File: config.mk
export PLATFORM = sky130hd
export DESIGN_NAME = program_loader
export DESIGN_NICKNAME = d
export VERILOG_FILES = /design/src/rtl/loader_pkg.sv /design/src/rtl/loader_watchdog.sv /design/src/rtl/program_loader.sv
export SDC_FILE = /design/constraint.sdc
export NUM_CORES = 1
export LEC_CHECK = 0
export ABC_AREA = 0
export CAP_MARGIN = 15
export CELL_PAD_IN_SITES_DETAIL_PLACEMENT = 0
export CELL_PAD_IN_SITES_GLOBAL_PLACEMENT = 2
export CORE_MARGIN = 4
export CORE_UTILIZATION = 33
export CTS_CLUSTER_DIAMETER = 80
export DETAILED_ROUTE_END_ITERATION = 10
export PLACE_DENSITY_LB_ADDON = 0.1
export SLEW_MARGIN = 10
export SYNTH_ARGS = -nofsm -noshare
export SYNTH_HDL_FRONTEND = slang
export SYNTH_SLANG_ARGS = --single-unit
File: constraint.sdc
create_clock -name clk -period 2.4 [get_ports clk]
set_clock_uncertainty 0.2 [all_clocks]
set_input_delay 0.72 -clock clk [delete_from_list [all_inputs] [get_ports clk]]
set_output_delay 0.72 -clock clk [all_outputs]
set_load 0.01 [all_outputs]
File: src/rtl/loader_pkg.sv
// Shared types for the program loader: FSM state encoding and datapath widths.
package loader_pkg;

  localparam int WORD_W = 16;
  localparam int BYTE_W = 8;
  localparam int CNT_W  = 9;

  typedef enum logic [2:0] {
    ST_IDLE  = 3'd0,
    ST_LEN   = 3'd1,
    ST_HI    = 3'd2,
    ST_LO    = 3'd3,
    ST_WRITE = 3'd4,
    ST_CSUM  = 3'd5,
    ST_DONE  = 3'd6,
    ST_ERR   = 3'd7
  } state_t;

endpackage

File: src/rtl/loader_watchdog.sv
// Inter-byte idle timer: down-counter reloaded on clear, expires at terminal count zero.
module loader_watchdog #(
  parameter int TIMEOUT = 1024
) (
  input  logic clk,
  input  logic reset,
  input  logic clear,
  input  logic enable,
  output logic expired
);

  localparam int W = $clog2(TIMEOUT + 1);
  localparam logic [W-1:0] LOAD_VAL = W'(TIMEOUT);

  logic [W-1:0] cnt_q;

  always_ff @(posedge clk) begin
    if (reset) begin
      cnt_q <= LOAD_VAL;
    end else if (clear) begin
      cnt_q <= LOAD_VAL;
    end else if (enable && (cnt_q != '0)) begin
      cnt_q <= cnt_q - 1'b1;
    end
  end

  assign expired = enable && (cnt_q == '0);

endmodule

File: src/rtl/program_loader.sv
// Byte-stream program loader: assembles 16-bit words into instruction RAM, holds CPU in reset.
// Optional trailing checksum byte enabled by defining LOADER_CHECKSUM_EN.
//
//  state    | meaning
//  ---------+--------------------------------------------------
//  IDLE     | out of reset, nothing loaded yet
//  LEN      | waiting for word-count byte (0 means 256)
//  HI       | waiting for high byte of next word
//  LO       | waiting for low byte of next word
//  WRITE    | one-cycle RAM write strobe, advance address/count
//  CSUM     | waiting for checksum byte (checksum build only)
//  DONE     | load complete, CPU released
//  ERR      | load aborted (timeout or bad checksum), CPU held
module program_loader
  import loader_pkg::*;
#(
  parameter int                 ADDR_W   = 8,
  parameter logic [ADDR_W-1:0]  BASE_ADR = '0,
  parameter int                 TIMEOUT  = 1024
) (
  input  logic                  clk,
  input  logic                  reset,
  input  logic                  start,
  input  logic                  rx_valid,
  input  logic [BYTE_W-1:0]     rx_data,
  output logic                  rx_ready,
  output logic                  ram_we,
  output logic [ADDR_W-1:0]     ram_adr,
  output logic [WORD_W-1:0]     ram_wdata,
  output logic                  cpu_reset_hold,
  output logic                  busy,
  output logic                  done,
  output logic                  error
);

  state_t              state_q, state_d;
  logic [BYTE_W-1:0]   hi_q;
  logic [WORD_W-1:0]   wdata_q;
  logic [CNT_W-1:0]    cnt_q;
  logic [ADDR_W-1:0]   adr_q;
  logic                accept;
  logic                accept_ok;
  logic                start_ok;
  logic                expired;
  logic                last_word;
`ifdef LOADER_CHECKSUM_EN
  logic [BYTE_W-1:0]   sum_q;
`endif

  assign rx_ready  = (state_q == ST_LEN) || (state_q == ST_HI) ||
                     (state_q == ST_LO)  || (state_q == ST_CSUM);
  assign accept    = rx_valid && rx_ready;
  // A byte arriving in the same cycle the timer expires is discarded.
  assign accept_ok = accept && !expired;
  assign start_ok  = start && ((state_q == ST_IDLE) || (state_q == ST_DONE) ||
                               (state_q == ST_ERR));
  assign last_word = (cnt_q == CNT_W'(1));

  loader_watchdog #(.TIMEOUT(TIMEOUT)) u_watchdog (
    .clk     (clk),
    .reset   (reset),
    .clear   (accept_ok || start_ok),
    .enable  (rx_ready),
    .expired (expired)
  );

  always_ff @(posedge clk) begin
    if (reset) begin
      state_q <= ST_IDLE;
    end else begin
      state_q <= state_d;
    end
  end

  always_comb begin
    state_d        = state_q;
    ram_we         = 1'b0;
    busy           = 1'b0;
    cpu_reset_hold = 1'b0;
    done           = 1'b0;
    error          = 1'b0;
    case (state_q)
      ST_IDLE: begin
        if (start) state_d = ST_LEN;
      end
      ST_LEN, ST_HI, ST_LO: begin
        busy           = 1'b1;
        cpu_reset_hold = 1'b1;
        if (expired) begin
          state_d = ST_ERR;
        end else if (accept) begin
          if (state_q == ST_LEN)     state_d = ST_HI;
          else if (state_q == ST_HI) state_d = ST_LO;
          else                       state_d = ST_WRITE;
        end
      end
      ST_WRITE: begin
        ram_we         = 1'b1;
        busy           = 1'b1;
        cpu_reset_hold = 1'b1;
        if (!last_word) begin
          state_d = ST_HI;
        end else begin
`ifdef LOADER_CHECKSUM_EN
          state_d = ST_CSUM;
`else
          state_d = ST_DONE;
`endif
        end
      end
      ST_CSUM: begin
        busy           = 1'b1;
        cpu_reset_hold = 1'b1;
        if (expired) begin
          state_d = ST_ERR;
        end else if (accept) begin
`ifdef LOADER_CHECKSUM_EN
          state_d = (rx_data == sum_q) ? ST_DONE : ST_ERR;
`else
          state_d = ST_ERR;
`endif
        end
      end
      ST_DONE: begin
        done = 1'b1;
        if (start) state_d = ST_LEN;
      end
      ST_ERR: begin
        error          = 1'b1;
        cpu_reset_hold = 1'b1;
        if (start) state_d = ST_LEN;
      end
      default: state_d = ST_IDLE;
    endcase
  end

  always_ff @(posedge clk) begin
    if (reset) begin
      hi_q    <= '0;
      wdata_q <= '0;
      cnt_q   <= '0;
      adr_q   <= BASE_ADR;
    end else begin
      if (start_ok) begin
        adr_q <= BASE_ADR;
      end
      if (accept_ok) begin
        case (state_q)
          ST_LEN:  cnt_q   <= (rx_data == '0) ? CNT_W'(256) : CNT_W'(rx_data);
          ST_HI:   hi_q    <= rx_data;
          ST_LO:   wdata_q <= {hi_q, rx_data};
          default: ;
        endcase
      end
      if (state_q == ST_WRITE) begin
        adr_q <= adr_q + 1'b1;
        cnt_q <= cnt_q - 1'b1;
      end
    end
  end

`ifdef LOADER_CHECKSUM_EN
  always_ff @(posedge clk) begin
    if (reset) begin
      sum_q <= '0;
    end else if (start_ok) begin
      sum_q <= '0;
    end else if (accept_ok && ((state_q == ST_HI) || (state_q == ST_LO))) begin
      sum_q <= sum_q + rx_data;
    end
  end
`endif

  assign ram_adr   = adr_q;
  assign ram_wdata = wdata_q;

endmodule

==> impl_results.md, run 1 <==
* Status: finished, final reports clean
* Dpl cell area at 3570 um2
* Post-synthesis mux area share at 0.0858
* Final max-slew violation count at 0
* Clock transition at path regs at 0.11 ns
* DIE HEIGHT at 100 um
* CTS Buf Count at 5
* Compound-cell area share of the yosys netlist at 0.192
* Setup TNS at 0 ns
* # clock sinks at 55
* Final wirelength at 7390 um
* Setup crit end kind: primary output
* Post-DP HPWL at 5410 um
* Slew margin rel. at 0.645
* Initial core utilization at 0.341
* Post-synth EDFFs at 0
* Max_cap viols at 0
* Yosys reg bits at 55
* I/O pins at 42
* Post-synth net total at 332
* RSZ-0062 raised after global routing: false
* Clock insertion delay at the later pin of the skew report at 0.31 ns
* Worst min-delay path category: flip-flop to flip-flop
* Final non-filler cell total at 495
* ANT cells at 0
* Routability Congestion at 0.734
* Netlist cell types at 58
* Routed len/inst at 14.9 um
* First-pass GRT wire length at 12700 um
* Element type at the critical path start: flip-flop
* Fmax at 431 MHz
* Starting DRT DRC Count at 69
* Final net count at 406
* Tmin final at 2.32 ns
* CORE AREA at 8220 um2
* Ratio of cells with drive above 1 in the final layout at 0.192
* Largest family of logic cells by synthesized area: simple AND/OR/NAND/NOR gates
* Synth Cell Area at 2800 um2
* Worst EP required at 1.48 ns
* DRT Pass-1 Iters at 4
* Setup Crit Path Kind: flip-flop to primary output
* Cell Chain, Critical Path: buf_4 > or3b_1 > inv_1 > buf_2
* Design area at 3700 um2
* Slowest CP cell: or3b_1
* CP delay by family, top: simple AND/OR/NAND/NOR gates
* Antenna Nets Post-Route at 0
* Row count at 33
* Post-synthesis xor/xnor area fraction at 0.00626
* Total Power at 4.23 mW
* Crit path largest cell delay at 0.40 ns
* IO Port Bufs at 41
* Die width at 100 um
* Worst vdd ir at 0.670 mV
* Synth Warn # at 0
* Worst EP arrival at 1.40 ns
* Post-synth top flop: dfxtp_1
* Largest net degree at the start of global routing at 44
* Post-Synth Simple-Gate Area at 0.250
* Final setup vio count at 0
* Clock buffer depth at 2
* Total track usage at 0.156
* PwrDens at 1140 nW/um2
* Root buffer cell: clkbuf_8
* Util after Layout at 0.450
* Adder-Cell Fraction of Synth Area at 0.0295
* CTS tree: built
* CTS Hold Buffers Added at 0
* Crit-path max FO at 2
* Max H-tree Level at 2
* Overflow left after global routing at 0
* Detailed-route vias per instance at 5.16
* Post-synthesis sequential area ratio at 0.393
* Mean Syn Cell Area at 8.89 um2
* Leak at 1.34 nW
* Buf/Inv on CP at 3
* Vias in the first global route at 2600
* Routed vias at 2555
* DRC violations left at 0
* Ys async rst share at 0
* Area Overhead vs Synth at 32.1%
* Initial antenna violation count at 0
* Placed Cells at 482
* Post-route clock period utilization at 0.966
* Cells after Synth at 315
* Final hold vios at 0
* Full die area at 10000 um2
* Slew @ Worst Pin at 0.529 ns
==> cells by family (layout without fill, tap and decap cells) <==
kind of cell	after synthesis	in the layout
adders and majority gates	7	7
DFF	55	55
muxes	24	24
buffers and inverters	28	103
xor gates and xnor gates	2	2
and+or+nand+nor	127	127
AOI/OAI and AO/OA	72	72
==> where the power goes <==
| group | internal, mW | switching [mW] | leakage (nW) | total (mW) |
|---|---|---|---|---|
| Sequential | 1.12 | 0.228 | 0.447 | 1.35 |
| Combinational | 1.08 | 1.26 | 0.855 | 2.34 |
| Clock | 0.210 | 0.331 | 0.0408 | 0.541 |
==> stage by stage <==
stage | hold WS [ns] | setup slack [ns]
4_1_cts | 0.288 | 0.0200
3_3_place_gp | 0.267 | -0.141
5_1_grt | 0.339 | 0.00906
6_report | 0.292 | 0.0805
2_1_floorplan | 0.250 | 0.242
3_5_place_dp | 0.275 | -0.167
==> path summary, 6_finish.rpt <==
check	endpoint	start	cells after the start	slack (ns)
setup / recovery	ram_we	state_q[1]	4	0.08
hold / removal	cnt_q[6]	cnt_q[6]	2	0.29
setup reg to reg	ram_adr[7]	state_q[1]	6	0.15
hold reg to reg	cnt_q[6]	cnt_q[6]	2	0.29
==> Yosys cell counts, types with 2 or more instances <==
| master | n | area, um2 |
|---|---|---|
| dfxtp_1 | 55 | 1100 |
| nor2_1 | 42 | 158 |
| a21oi_1 | 24 | 120 |
| mux2i_1 | 24 | 240 |
| nand2_1 | 23 | 86.3 |
| nand3_1 | 12 | 60.1 |
| clkbuf_1 | 11 | 41.3 |
| inv_1 | 11 | 41.3 |
| or3_1 | 11 | 68.8 |
| or4_1 | 8 | 60.1 |
| o21ai_0 | 7 | 35.0 |
| o31ai_1 | 6 | 45.0 |
| ha_1 | 5 | 62.6 |
| nor4_1 | 5 | 31.3 |
| a31oi_1 | 4 | 25.0 |
| buf_2 | 4 | 20.0 |
| nand2b_1 | 4 | 25.0 |
| a311oi_1 | 3 | 26.3 |
| nor3_1 | 3 | 15.0 |
| o211ai_1 | 3 | 22.5 |
| o22ai_1 | 3 | 18.8 |
| a22oi_1 | 2 | 15.0 |
| a2bb2oi_1 | 2 | 17.5 |
| a311oi_4 | 2 | 52.6 |
| and3_1 | 2 | 12.5 |
| maj3_1 | 2 | 20.0 |
| nor3_4 | 2 | 32.5 |
| o2bb2ai_1 | 2 | 17.5 |
| o311ai_1 | 2 | 17.5 |
| o31a_1 | 2 | 17.5 |
| or2_2 | 2 | 12.5 |
==> final cells by class <==
type                       instances  area [um2]
clock buffer                       5        68.8
clock inverter                     3        23.8
fill                             848        4520
inverter                          11        41.3
multi-input combinational        232        1590
sequential                        55        1100
tap                              105         131
timing repair buffer              84         741
==> layout by cell type (no fill, tap or decap), types with 3 or more instances in the layout <==
cell type,netlist,layout
dfxtp_1,55,53
nor2_1,42,41
buf_4,1,41
clkdlybuf4s50_1,0,35
a21oi_1,24,24
mux2i_1,24,24
nand2_1,23,23
nand3_1,12,12
inv_1,11,11
or3_1,11,11
or4_1,8,8
o21ai_0,7,7
o31ai_1,6,6
nor4_1,5,5
clkbuf_8,0,5
nand2b_1,4,4
a31oi_1,4,4
ha_1,5,4
o22ai_1,3,3
a311oi_1,3,3
o211ai_1,3,3
==> worst register-to-register path: stages, from the launching register on <==
cell     delay (ns)
dfxtp_2        0.33
buf_4          0.13
or3b_1         0.40
buf_4          0.24
or3_1          0.44
or3_1          0.32
a21oi_1        0.13
==> per-layer routing <==
metal  share of wire  wire length (um)  GRT usage  vias to the layer above
met5               0                 0          0                        -
met4           0.012                87     0.0383                        0
met3           0.027               196     0.0250                        7
met2            0.47              3490      0.257                       28
met1            0.49              3620      0.213                     1215
li1                -                 -          -                     1305
==> repair_timing <==
action / CTS / global route
endpoints found under the setup margin: 6 / 3
pin swaps: 0 / 1
setup buffers: 1 / 4
gates resized for setup: 14 / 6
hold endpoints to repair: 0 / 0
==> state kept, by name (all words and copies together), names as in the netlist <==
register,cells
ram_wdata,16
u_watchdog.cnt_q,11
cnt_q,9
hi_q,8
ram_adr,8
state_q,3
No activity file was read; power rests on OpenSTA's default activity.
==> inputs of run 2 (changes only) <==
- ABC_AREA: 0 -> 1
- CORE_UTILIZATION: 33 -> 30
==> run 2 against run 1 <==
Setup slack gained 0.032 ns. Register-to-register slack gained 0.41 ns. Worst hold slack worse by 0.022 ns. Cell count rose by 23%. Area after synthesis rose by 3.1%. Flip-flop and latch count unchanged. Global-route usage down 1.3 points. Power up 1.1%. Sequential power shrank 3%. Design area decreased by 2.2%. Maximum frequency increased by 1.4%. Via count is 7.7% higher. Critical path type unchanged.
==> impl_results.md, run 2 <==
* Status: finished, final reports clean
* Antenna Nets Post-Route at 0 (unchanged)
* Mean Syn Cell Area at 6.80 um2 (-23%)
* Worst hold stages at 2 (unchanged)
* Worst setup margin at 0.113 ns (+0.0325 ns)
* Max reg flops at 16 (unchanged)
* Final setup vio count at 0 (unchanged)
* Worst reg-to-reg setup slack at 0.56 ns (+0.41 ns)
* Ratio of cells with drive above 1 in the final layout at 0.107 (-0.0856)
* Row count at 35 (+6.1%)
* Starting DRT DRC Count at 60 (-13%)
* DRC violations left at 0 (unchanged)
* Overflow left after global routing at 0 (unchanged)
* Setup crit end kind: primary output
* Fillcell total at 1050 (+24%)
* Final max-slew violation count at 0 (unchanged)
* DIE HEIGHT at 106 um (+6.0%)
* Worst Reg2Reg Path Length in Cells at 10 (+4)
* Synth Warn # at 0 (unchanged)
* Fmax at 437 MHz (+1.4%)
* GR peak layer: met2
* Dpl cell area at 3490 um2 (-2.2%)
* Yosys reg bits at 55 (unchanged)
* Routability Congestion at 0.799 (+8.8%)
* Max H-tree Level at 2 (unchanged)
* Tmin final at 2.29 ns (-0.0325 ns)
* Final hold vios at 0 (unchanged)
* PwrDens at 1180 nW/um2 (+3.4%)
* Worst EP required at 1.48 ns (about the same)
* GR met2 Demand/Resource at 0.240 (-0.0175)
* Worst min-delay path category: flip-flop to flip-flop
* Clock buffer depth at 2 (unchanged)
* Post-synth top flop: dfxtp_1
* Synth cell count leaders: nand2_1, nor2_1, dfxtp_1, nand3_1, inv_1
* Met3 global-route usage at 0.0249 (-0.000124)
* Post-synth EDFFs at 0 (unchanged)
* CTS tree: built
* DRT Pass-1 Iters at 4 (unchanged)
* Cells after Synth at 424 (+35%)
* Post-synthesis sequential area ratio at 0.382 (-0.0118)
* Most frequent cells in the layout: nand2_1, nor2_1, dfxtp_1
* WHS at 0.270 ns (-0.0220 ns)
* Met1 global-route usage at 0.193 (-0.0200)
* Leak at 1.53 nW (+14%)
* Area Overhead vs Synth at 25.2%
* CTS Hold Buffers Added at 0 (unchanged)
* Reg2reg start: u_watchdog.cnt_q[0]
* Netlist cell types at 34 (-41%)
* Post-DP HPWL at 5980 um (+10%)
* Final net count at 494 (+22%)
* Area leader, netlist: dfxtp_1
* Post-place setup slack at 0.112 ns (+0.279 ns)
* Largest net degree at the start of global routing at 21 (-52%)
* Post-synth net total at 441 (+33%)
* Die width at 106 um (+6.0%)
* Commonest non-fill, non-tap cell in the layout: nand2_1
* Synth Cell Area at 2890 um2 (+3.1%)
* ANT cells at 0 (unchanged)
* Slew @ Worst Pin at 0.504 ns (-0.0254 ns)
* Design area at 3610 um2 (-2.2%)
* RSZ-0062 raised after global routing: false
* Clock transition at path regs at 0.13 ns (+0.02 ns)
* Min-delay src: ram_wdata[12]
* Full die area at 11300 um2 (+12%)
* Worst EP arrival at 1.37 ns (-0.03 ns)
* Setup TNS at 0 ns (unchanged)
* Clock insertion delay at the later pin of the skew report at 0.32 ns (about the same)
* Util after Layout at 0.389 (-0.0606)
* Top cells by area, synth: dfxtp_1, nand2_1, nor2_1
* CORE AREA at 9280 um2 (+13%)
* Top cell type's share of synthesized area at 0.382 (-0.0118)
* Worst vdd ir at 0.376 mV (-44%)
* Vias in the first global route at 2682 (+3.2%)
* FF/Latch Area at 1110 um2 (+0.79%)
* Setup Crit Path Kind: flip-flop to primary output
* Final wirelength at 7910 um (+7.0%)
* Max_cap viols at 0 (unchanged)
* Element type at the critical path start: flip-flop
* Routed vias at 2751 (+7.7%)
* IO Port Bufs at 41 (unchanged)
* Total track usage at 0.143 (-0.0130)
* # clock sinks at 55 (unchanged)
* RR Endpoint: u_watchdog.cnt_q[9]
* Slew margin rel. at 0.663 (+0.0185)
* Area of the multi-input gates at 1520 um2 (-4.3%)
* Ys async rst share at 0 (unchanged)
* Root buffer cell: clkbuf_8
* Detailed-route vias per instance at 4.53 (-12%)
* Routed len/inst at 13.0 um (-13%)
* First-pass GRT wire length at 13200 um (+3.4%)
* Crit-path max FO at 6 (+4)
* Post-route clock period utilization at 0.953 (-0.0135)
* Hold EP: ram_wdata[12]
* I/O pins at 42 (unchanged)
* Count leader, synth: nand2_1
* Initial core utilization at 0.311 (-0.0299)
* Initial antenna violation count at 0 (unchanged)
* CTS Buf Count at 5 (unchanged)
[run 2: changes by cell type after synthesis, sizes merged, moves of 5 or more]
| cell | delta |
|---|---|
| a21oi | +16 |
| a311oi | -5 |
| mux2i | -24 |
| or3 | -11 |
| clkbuf | -6 |
| o31ai | -7 |
| nand2 | +85 |
| nor2 | +28 |
| o21ai | +20 |
| or4 | -9 |
| nand3 | +29 |
| inv | +30 |
[run 2: power by group]
part	total [mW]	switching (mW)	internal, mW
clock network	0.584	0.363	0.221
registers	1.31	0.195	1.12
logic	2.38	1.50	0.880
[run 2: how the worst max path moves through the flow]
| stage | from | to | slack [ns] | cells past startpoint |
|---|---|---|---|---|
| 2_1_floorplan | state_q[1] | ram_we | 0.53 | 4 |
| 3_3_place_gp | state_q[1] | busy | 0.11 | 6 |
| 3_5_place_dp | state_q[1] | busy | 0.11 | 6 |
| 4_1_cts | state_q[2] | error | 0.01 | 3 |
| 5_1_grt | state_q[0] | busy | 0.02 | 5 |
| 6_report | state_q[0] | busy | 0.11 | 5 |
[run 2: timing repair]
| action | 4_1_cts | 5_1_grt |
|---|---|---|
| endpoints found under the setup margin | 6 | 2 |
| resized for setup | 12 | 2 |
| endpoints found under the hold margin | 0 | 0 |
| pin swaps | 0 | 1 |
| buffers inserted | 0 | 1 |
[run 2: critical path: stages, from the launching register on]
cell and delay (ns):
dfxtp_4 0.38, nor2_2 0.12, nor2_1 0.08, nor2_2 0.14, inv_1 0.05, dlygate4sd2_1 0.27
[run 2: stage by stage]
step,std cells,total power [mW]
after floorplan,424,2.93
after global placement,598,3.75
after detailed placement,598,3.74
after CTS,606,4.34
after global routing,607,4.76
final,607,4.27
[run 2: area by class of cell]
cell class / count / area share
clock buffers: 5 / 0.0190
clock inverters: 3 / 0.00935
inverters: 43 / 0.0488
multi-input cells: 313 / 0.420
flip-flops and latches: 55 / 0.308
well taps: 129 / 0.0447
repair buffers: 59 / 0.150
[run 2: metal layers]
layer / vias up / part of all wire
met4: 0 / 0.0067
li1: 1471 / -
met3: 5 / 0.026
met5: - / 0
met1: 1238 / 0.50
met2: 37 / 0.47
[run 2: kinds of logic (layout without fill, tap and decap cells)]
kind of cell / Yosys count / in the layout / synth area share
buf+inv: 56 / 110 / 0.0937
xor+xnor: 6 / 6 / 0.0182
compound gates: 71 / 71 / 0.129
fa+ha+maj: 5 / 5 / 0.0217
simple gates: 231 / 231 / 0.356
flops: 55 / 55 / 0.382
